**config.mk**
```make
export PLATFORM = sky130hd
export DESIGN_NAME = clkdiv_prog
export DESIGN_NICKNAME = d
export VERILOG_FILES = /design/src/rtl/clkdiv_prog.sv
export SDC_FILE = /design/constraint.sdc
export NUM_CORES = 1
export LEC_CHECK = 0
export ABC_AREA = 1
export BUFFER_PORTS_ARGS = -buffer_cell sky130_fd_sc_hd__buf_2
export CAP_MARGIN = 20
export CORE_ASPECT_RATIO = 1.25
export CORE_MARGIN = 1
export CORE_UTILIZATION = 53
export CTS_BUF_LIST = sky130_fd_sc_hd__clkbuf_2
export CTS_CLUSTER_SIZE = 20
export DETAILED_ROUTE_END_ITERATION = 10
export PLACE_DENSITY = 0.78
export SLEW_MARGIN = 5
export SYNTH_ARGS = -nofsm -noshare
export SYNTH_HDL_FRONTEND = slang
export SYNTH_SLANG_ARGS = --single-unit
```
**constraint.sdc**
```tcl
create_clock -name clk_in -period 2.65 [get_ports clk_in]
set_input_delay 0.3975 -clock clk_in [delete_from_list [all_inputs] [get_ports clk_in]]
set_output_delay 0.3975 -clock clk_in [all_outputs]
set_load 0.1 [all_outputs]
```
**src/rtl/clkdiv_prog.sv**
```systemverilog
// clkdiv_prog: runtime-programmable clock divider / clock-enable generator.
// A new divisor/high-time is captured into a shadow pair by load and only
// takes effect at a period boundary (wrap or sync_clr), so clk_out never
// produces a runt pulse while being reprogrammed.
//
// Ports:
//   clk_in    system clock, rising edge
//   rst_n     asynchronous active-low reset
//   en        count enable; low freezes counter and clk_out
//   sync_clr  synchronous period restart, independent of en
//   load      one-cycle request to capture div_in/high_in into the shadow pair
//   div_in    requested divisor (0 is treated as 1)
//   high_in   requested high-time in cycles
//   clk_out   registered divided clock
//   tick      registered one-cycle pulse on the first cycle of each period
//   pending   a captured load is waiting for the next period boundary
//   cnt_out   current phase counter
module clkdiv_prog #(
  parameter int unsigned CNT_WIDTH    = 8,
  parameter int unsigned DEFAULT_DIV  = 4,
  parameter int unsigned DEFAULT_HIGH = 2
) (
  input  logic                 clk_in,
  input  logic                 rst_n,
  input  logic                 en,
  input  logic                 sync_clr,
  input  logic                 load,
  input  logic [CNT_WIDTH-1:0] div_in,
  input  logic [CNT_WIDTH-1:0] high_in,
  output logic                 clk_out,
  output logic                 tick,
  output logic                 pending,
  output logic [CNT_WIDTH-1:0] cnt_out
);

  localparam logic [CNT_WIDTH-1:0] RST_DIV  = CNT_WIDTH'(DEFAULT_DIV);
  localparam logic [CNT_WIDTH-1:0] RST_HIGH = CNT_WIDTH'(DEFAULT_HIGH);
  localparam logic [CNT_WIDTH-1:0] RST_CNT  = CNT_WIDTH'(DEFAULT_DIV - 1);
  localparam logic [CNT_WIDTH-1:0] ONE      = CNT_WIDTH'(1);

  logic [CNT_WIDTH-1:0] act_div,  act_div_nxt;
  logic [CNT_WIDTH-1:0] act_high, act_high_nxt;
  logic [CNT_WIDTH-1:0] sh_div,   sh_div_nxt;
  logic [CNT_WIDTH-1:0] sh_high,  sh_high_nxt;
  logic [CNT_WIDTH-1:0] cnt_nxt;
  logic                 pending_nxt;
  logic                 clk_out_nxt;
  logic                 tick_nxt;
  logic                 wrap;
  logic                 restart;
  logic                 apply;

  // Next-state logic for counter, shadow/active pairs and outputs.
  always_comb begin
    cnt_nxt      = cnt_out;
    act_div_nxt  = act_div;
    act_high_nxt = act_high;
    sh_div_nxt   = sh_div;
    sh_high_nxt  = sh_high;
    pending_nxt  = pending;
    clk_out_nxt  = clk_out;
    tick_nxt     = 1'b0;

    wrap    = en && (cnt_out == (act_div - ONE));
    restart = sync_clr || wrap;
    // Shadow is applied from its pre-edge value, so a load on a boundary
    // edge is deferred to the following boundary.
    apply   = restart && pending;

    if (sync_clr || wrap) begin
      cnt_nxt = '0;
    end else if (en) begin
      cnt_nxt = cnt_out + ONE;
    end

    if (apply) begin
      act_div_nxt  = sh_div;
      act_high_nxt = sh_high;
      pending_nxt  = 1'b0;
    end

    if (load) begin
      sh_div_nxt  = (div_in == '0) ? ONE : div_in;
      sh_high_nxt = high_in;
      pending_nxt = 1'b1;
    end

    // clk_out only moves on edges that advance the counter, using the
    // active pair in force after the edge.
    if (sync_clr || en) begin
      clk_out_nxt = (cnt_nxt < act_high_nxt);
    end

    tick_nxt = restart;
  end

  // State and output registers.
  always_ff @(posedge clk_in or negedge rst_n) begin
    if (!rst_n) begin
      cnt_out  <= RST_CNT;
      act_div  <= RST_DIV;
      act_high <= RST_HIGH;
      sh_div   <= RST_DIV;
      sh_high  <= RST_HIGH;
      pending  <= 1'b0;
      clk_out  <= 1'b0;
      tick     <= 1'b0;
    end else begin
      cnt_out  <= cnt_nxt;
      act_div  <= act_div_nxt;
      act_high <= act_high_nxt;
      sh_div   <= sh_div_nxt;
      sh_high  <= sh_high_nxt;
      pending  <= pending_nxt;
      clk_out  <= clk_out_nxt;
      tick     <= tick_nxt;
    end
  end

endmodule

```
# == After elaboration in Yosys (flattened, before gate mapping) ==
# Cells that the tools add are included.
# word_totals
register_bits,43
in_bits,21
out_inout_bits,11
# classes
addsub,2
magnitude_cmp,1
eq_ne,1
mux,6
n_reduce_logical,6
# ops
cell,count
$mux 8,4
$add 8x1->8 const B,1
$eq 8x8->1,1
$logic_not 8->1,1
$lt 8x8->1,1
$sub 8x1->8 const B,1
$logic_and 1x1->1,2
$logic_or 1x1->1,2
$mux 1,2
$reduce_bool 2->1,1

# == Logic depth before layout (Yosys ltp) ==
# logic_depth
ltp_word,7
mapped_depth,24

# == Worst setup path before layout ==
# Ideal clock, no wire load.
# synth_path
path_type,register to register
startpoint,reg cnt_out[4]
endpoint,reg clk_out
arrival_time_ns,3.022
required_ns,2.582
path_slack_ns,-0.440
stages_incl_launch_ff,20
period_less_slack_ns,3.090
path_cell_list,dfrtp_1 inv_1 nand2_1 nand2_1 nand2_1 nand2_1 nor2_1 nand2_1 nor2_1 nand3_2 nand2_4 nand2_4 buf_4 o21ai_2 ha_1 a21oi_1 nor2_1 a2111oi_0 nand2_1 nand2_1
# synth_via
elab_chain_cells,6
# synth_lines
item,line_no,text
from (decl),33,output logic [CNT_WIDTH-1:0] cnt_out
from (signal assigned),109,cnt_out <= cnt_nxt;
$eq 8x8->1 (*),64,wrap = en && (cnt_out == (act_div - ONE));
$logic_and 1x1->1 (*),64,
$logic_or 1x1->1 (*),65,restart = sync_clr || wrap;
via restart,50,logic restart;
$logic_and 1x1->1,68,apply = restart && pending;
$mux 8,76,if (apply) begin
$lt 8x8->1 (*),91,clk_out_nxt = (cnt_nxt < act_high_nxt);
to (signal assigned),115,clk_out <= clk_out_nxt;
to (decl),30,"output logic clk_out,"
# Mark *: on every way through the listed nets, which the timed path passes. The rest lies on a longest branch.
# A chain may end at the register's enable or synchronous reset.

# == Worst setup path in the final report ==
# layout_path
startpoint,reg act_div[0]
endpoint,reg clk_out
# layout_via
elab_chain_cells,7
# layout_lines
item,line_no,text
from (decl),41,"logic [CNT_WIDTH-1:0] act_div, act_div_nxt;"
from (signal assigned),110,act_div <= act_div_nxt;
$sub 8x1->8 (*),64,
$eq 8x8->1 (*),64,
$logic_and 1x1->1 (*),64,
$logic_or 1x1->1 (*),65,
via restart,50,
$logic_and 1x1->1,68,
$mux 8,76,
$lt 8x8->1 (*),91,
# Marked as above.

==> impl_metrics.py <==
metrics = {
    "place": {
        "portBuffers": 31,
        "gp_congestion": 0.834,
        "hpwl_mm": 3.32,
    },
    "critical_path": {
        "timing.rr.start": "act_div[0]$_DFFE_PN0N_",
        "start_kind": "flip-flop",
        "ff2ff_path_depth": 19,
        "crit_fanout": 5,
        "path_class": "flip-flop to flip-flop",
        "slowest_stage": "dfrtp_1",
        "worstPathArrival_ns": 3.04,
        "rrSetupSlack_ns": -0.06,
        "cp.required_ns": 2.99,
        "cp_slowest_stage_delay_ns": 0.44,
        "crit_family": "simple AND/OR/NAND/NOR gates",
        "r2r-end": "clk_out$_DFFE_PN0P_",
        "worst_setup_path_end_kind": "flip-flop",
        "worst-path-buf-inv": 2,
        "path_cells": "inv_2, ha_4, or2_2, nand3_2, nor2_1, nand2_1, nor2_1, nand3_2, nand2_4, nand2_4, inv_2, or2_2, o21ai_2, ha_1, a21oi_2, nor2_1, a2111oi_2, nand2_1, nand2_1",
    },
    "grt": {
        "gr-total-overflow": 0,
        "grt_max_degree": 44,
        "antenna_found_initial": 0,
        "grt_pass1_vias": 1681,
        "grt.total_usage": 0.233,
        "grt_pass1_wl_mm": 7.45,
    },
    "clock_network": {
        "htreeDepth": 2,
        "clk_pin_slew_worst_paths_ns": 0.21,
        "clockRootBuffer": "clkbuf_2",
        "numCtsBuffers": 5,
        "cts.sinks": 43,
        "cts_tree": "done",
        "clk_latency_ns": 0.40,
        "ctsHoldBuffers": 0,
        "cts_buffer_depth": 2,
    },
    "synthesis": {
        "synth.area.top_cells": "dfrtp_1 (42%), nand2_1 (13%), dfstp_2 (7.2%), inv_1 (5.8%), ha_1 (5.1%)",
        "synth_area_per_cell_um2": 8.23,
        "syn_nets": 297,
        "yosysWarnings": 0,
        "yosysTopAreaCellShare": 0.421,
        "synth_top_family_by_area": "simple AND/OR/NAND/NOR gates",
        "synthSimpleGateAreaFrac": 0.252,
        "synth-xor-area-share": 0.0359,
        "muxShareOfSynthArea": 0,
        "synth_compound_area_frac": 0.0945,
        "yosysUniqueCellTypes": 27,
        "ys_seq_area_frac": 0.493,
        "synth_adder_area_share": 0.0512,
        "yosys.area.top_type": "dfrtp_1",
        "synth-seq-cells": 43,
        "netlist_area_um2": 2200,
        "synthCells": 267,
    },
    "routing": {
        "met3_length_um": 192,
        "via_per_inst": 4.95,
        "vias": 1822,
        "drt-initial-drc-count": 75,
        "final_antenna_net_count": 0,
        "topRoutingLayerUsed": "met4",
        "post-route-drc-count": 0,
        "wire_per_inst_um": 12.3,
        "wl_met2_mm": 2.34,
        "firstDrtPassIters": 4,
        "wl_met1_mm": 1.86,
        "wl_mm": 4.52,
    },
    "min_path": {
        "hold_class": "input port to asynchronous set/reset pin",
    },
    "power_and_ir_drop": {
        "comb_power_share": 0.281,
        "total_leakage_power_nw": 1.36,
        "p_total_mw": 1.45,
        "p_sw_mw": 0.490,
        "p_sw_frac": 0.339,
        "p_per_area_nw_per_um2": 554,
        "clkPwrFrac": 0.182,
        "vdd_drop_max_v": 0.000407,
        "internal-power_mw": 0.957,
        "pwr-share-seq": 0.537,
    },
    "timing": {
        "skew_ns": 0.0285,
        "tightest_slew_ns": 0.906,
        "timing.fmax_mhz": 370,
        "setup_ws_ns": -0.0554,
        "hold_viol_final": 0,
        "drv_slew": 0,
        "period_minus_slack_ns": 2.71,
        "slew_headroom": 0.396,
        "whs_ns": 0.0864,
        "min_period_over_period": 1.02,
        "setup_viol": 1,
        "rsz0062_at_grt": "true",
    },
    "floorplanning": {
        "core_um2": 3880,
        "die_h_um": 74.0,
        "io_pins": 32,
        "rows": 25,
        "fp.dieArea_um2": 4410,
        "die_w_um": 59.6,
        "start_util": 0.567,
    },
    "finish": {
        "nNetsFinal": 343,
        "insertedDiodeCount": 0,
        "final_common_cell": "nand2_1",
        "drive_gt1_frac": 0.299,
        "final_cell_mix": "nand2_1 (77), inv_1 (32), dfrtp_1 (31), buf_2 (31)",
        "area_growth_pct": 19.0,
        "final_core_util": 0.674,
    },
    "run": {
        "drv_cap": 0,
    },
    "outcome": {
        "outcome": "finished, violations left",
        "violations": "setup timing",
    },
}
==> per-stage QoR <==
stage	cells	cell area (µm²)	TNS [ns]	setup WS (ns)
after global placement	355	2470	0	0.00977
after CTS	366	2560	-0.0313	-0.0313
after floorplan	267	2220	-0.138	-0.138
after detailed placement	355	2470	-0.104	-0.104
final	368	2620	-0.0554	-0.0554
after global routing	368	2620	-0.274	-0.274
==> layout make-up <==
class | instances | area, µm²
fillers | 345 | 1260
flip-flops and latches | 43 | 1100
multi-input cells | 182 | 1020
repair buffers | 44 | 253
inverters | 37 | 139
well taps | 54 | 67.6
clock buffers | 6 | 30.0
clock inverters | 2 | 8.76
==> kinds of logic (layout without fill, tap and decap cells) <==
group / count (synthesis) / in the layout
XOR/XNOR: 9 / 9
flip-flops: 43 / 43
buffers and inverters: 42 / 89
AND/OR/NAND/NOR: 128 / 128
adder cells (fa/ha/maj): 9 / 9
AO/OA/AOI/OAI: 36 / 36
==> per-layer routing <==
layer,GRT usage,vias to the layer above
met5,0,-
met4,0.103,0
met3,0.0504,12
met2,0.407,42
met1,0.275,831
li1,-,937
==> power by group through the flow <==
stage	Combinational, mW	Sequential (mW)	Clock [mW]
floorplan	0.219	0.821	0
global placement	0.347	0.785	0
detailed placement	0.358	0.788	0
CTS	0.379	0.776	0.269
global route	0.461	0.787	0.293
finish	0.407	0.777	0.263
==> worst max-delay path by stage <==
stage,start,slack [ns],endpoint,depth (start not counted)
final,act_div[0]$_DFFE_PN0N_,-0.06,clk_out$_DFFE_PN0P_,19
after detailed placement,act_div[0]$_DFFE_PN0N_,-0.10,clk_out$_DFFE_PN0P_,22
after CTS,act_div[1]$_DFFE_PN0N_,-0.03,clk_out$_DFFE_PN0P_,19
after global routing,act_div[0]$_DFFE_PN0N_,-0.27,clk_out$_DFFE_PN0P_,19
after global placement,act_div[0]$_DFFE_PN0N_,0.01,clk_out$_DFFE_PN0P_,19
after floorplan,cnt_out[1]$_DFF_PN1_,-0.14,clk_out$_DFFE_PN0P_,17
==> state kept, by name, summed over array words and instances, names as in the netlist <==
signal	cells
act_div	8
act_high	8
cnt_out	8
sh_div	8
sh_high	8
clk_out	1
pending	1
tick	1
==> Yosys cell counts (all sizes together) <==
library cell	number
a21oi	8
clkinv	1
inv	36
xor2	5
and2	1
nand2	80
dfrtp	37
xnor2	4
o21ai	26
nand4	1
or2	8
a31oi	1
nor2	20
nor3	2
buf	1
dfstp	6
clkbuf	4
a2111oi	1
nor4	3
ha	9
nand3	13
==> what timing repair did <==
action	in CTS	in global routing
pin swaps	5	2
gates resized for setup	7	9
setup buffers	3	2
endpoints found under the setup margin	1	1
hold endpoints to repair	0	0
No activity file was read; power rests on OpenSTA's default activity.
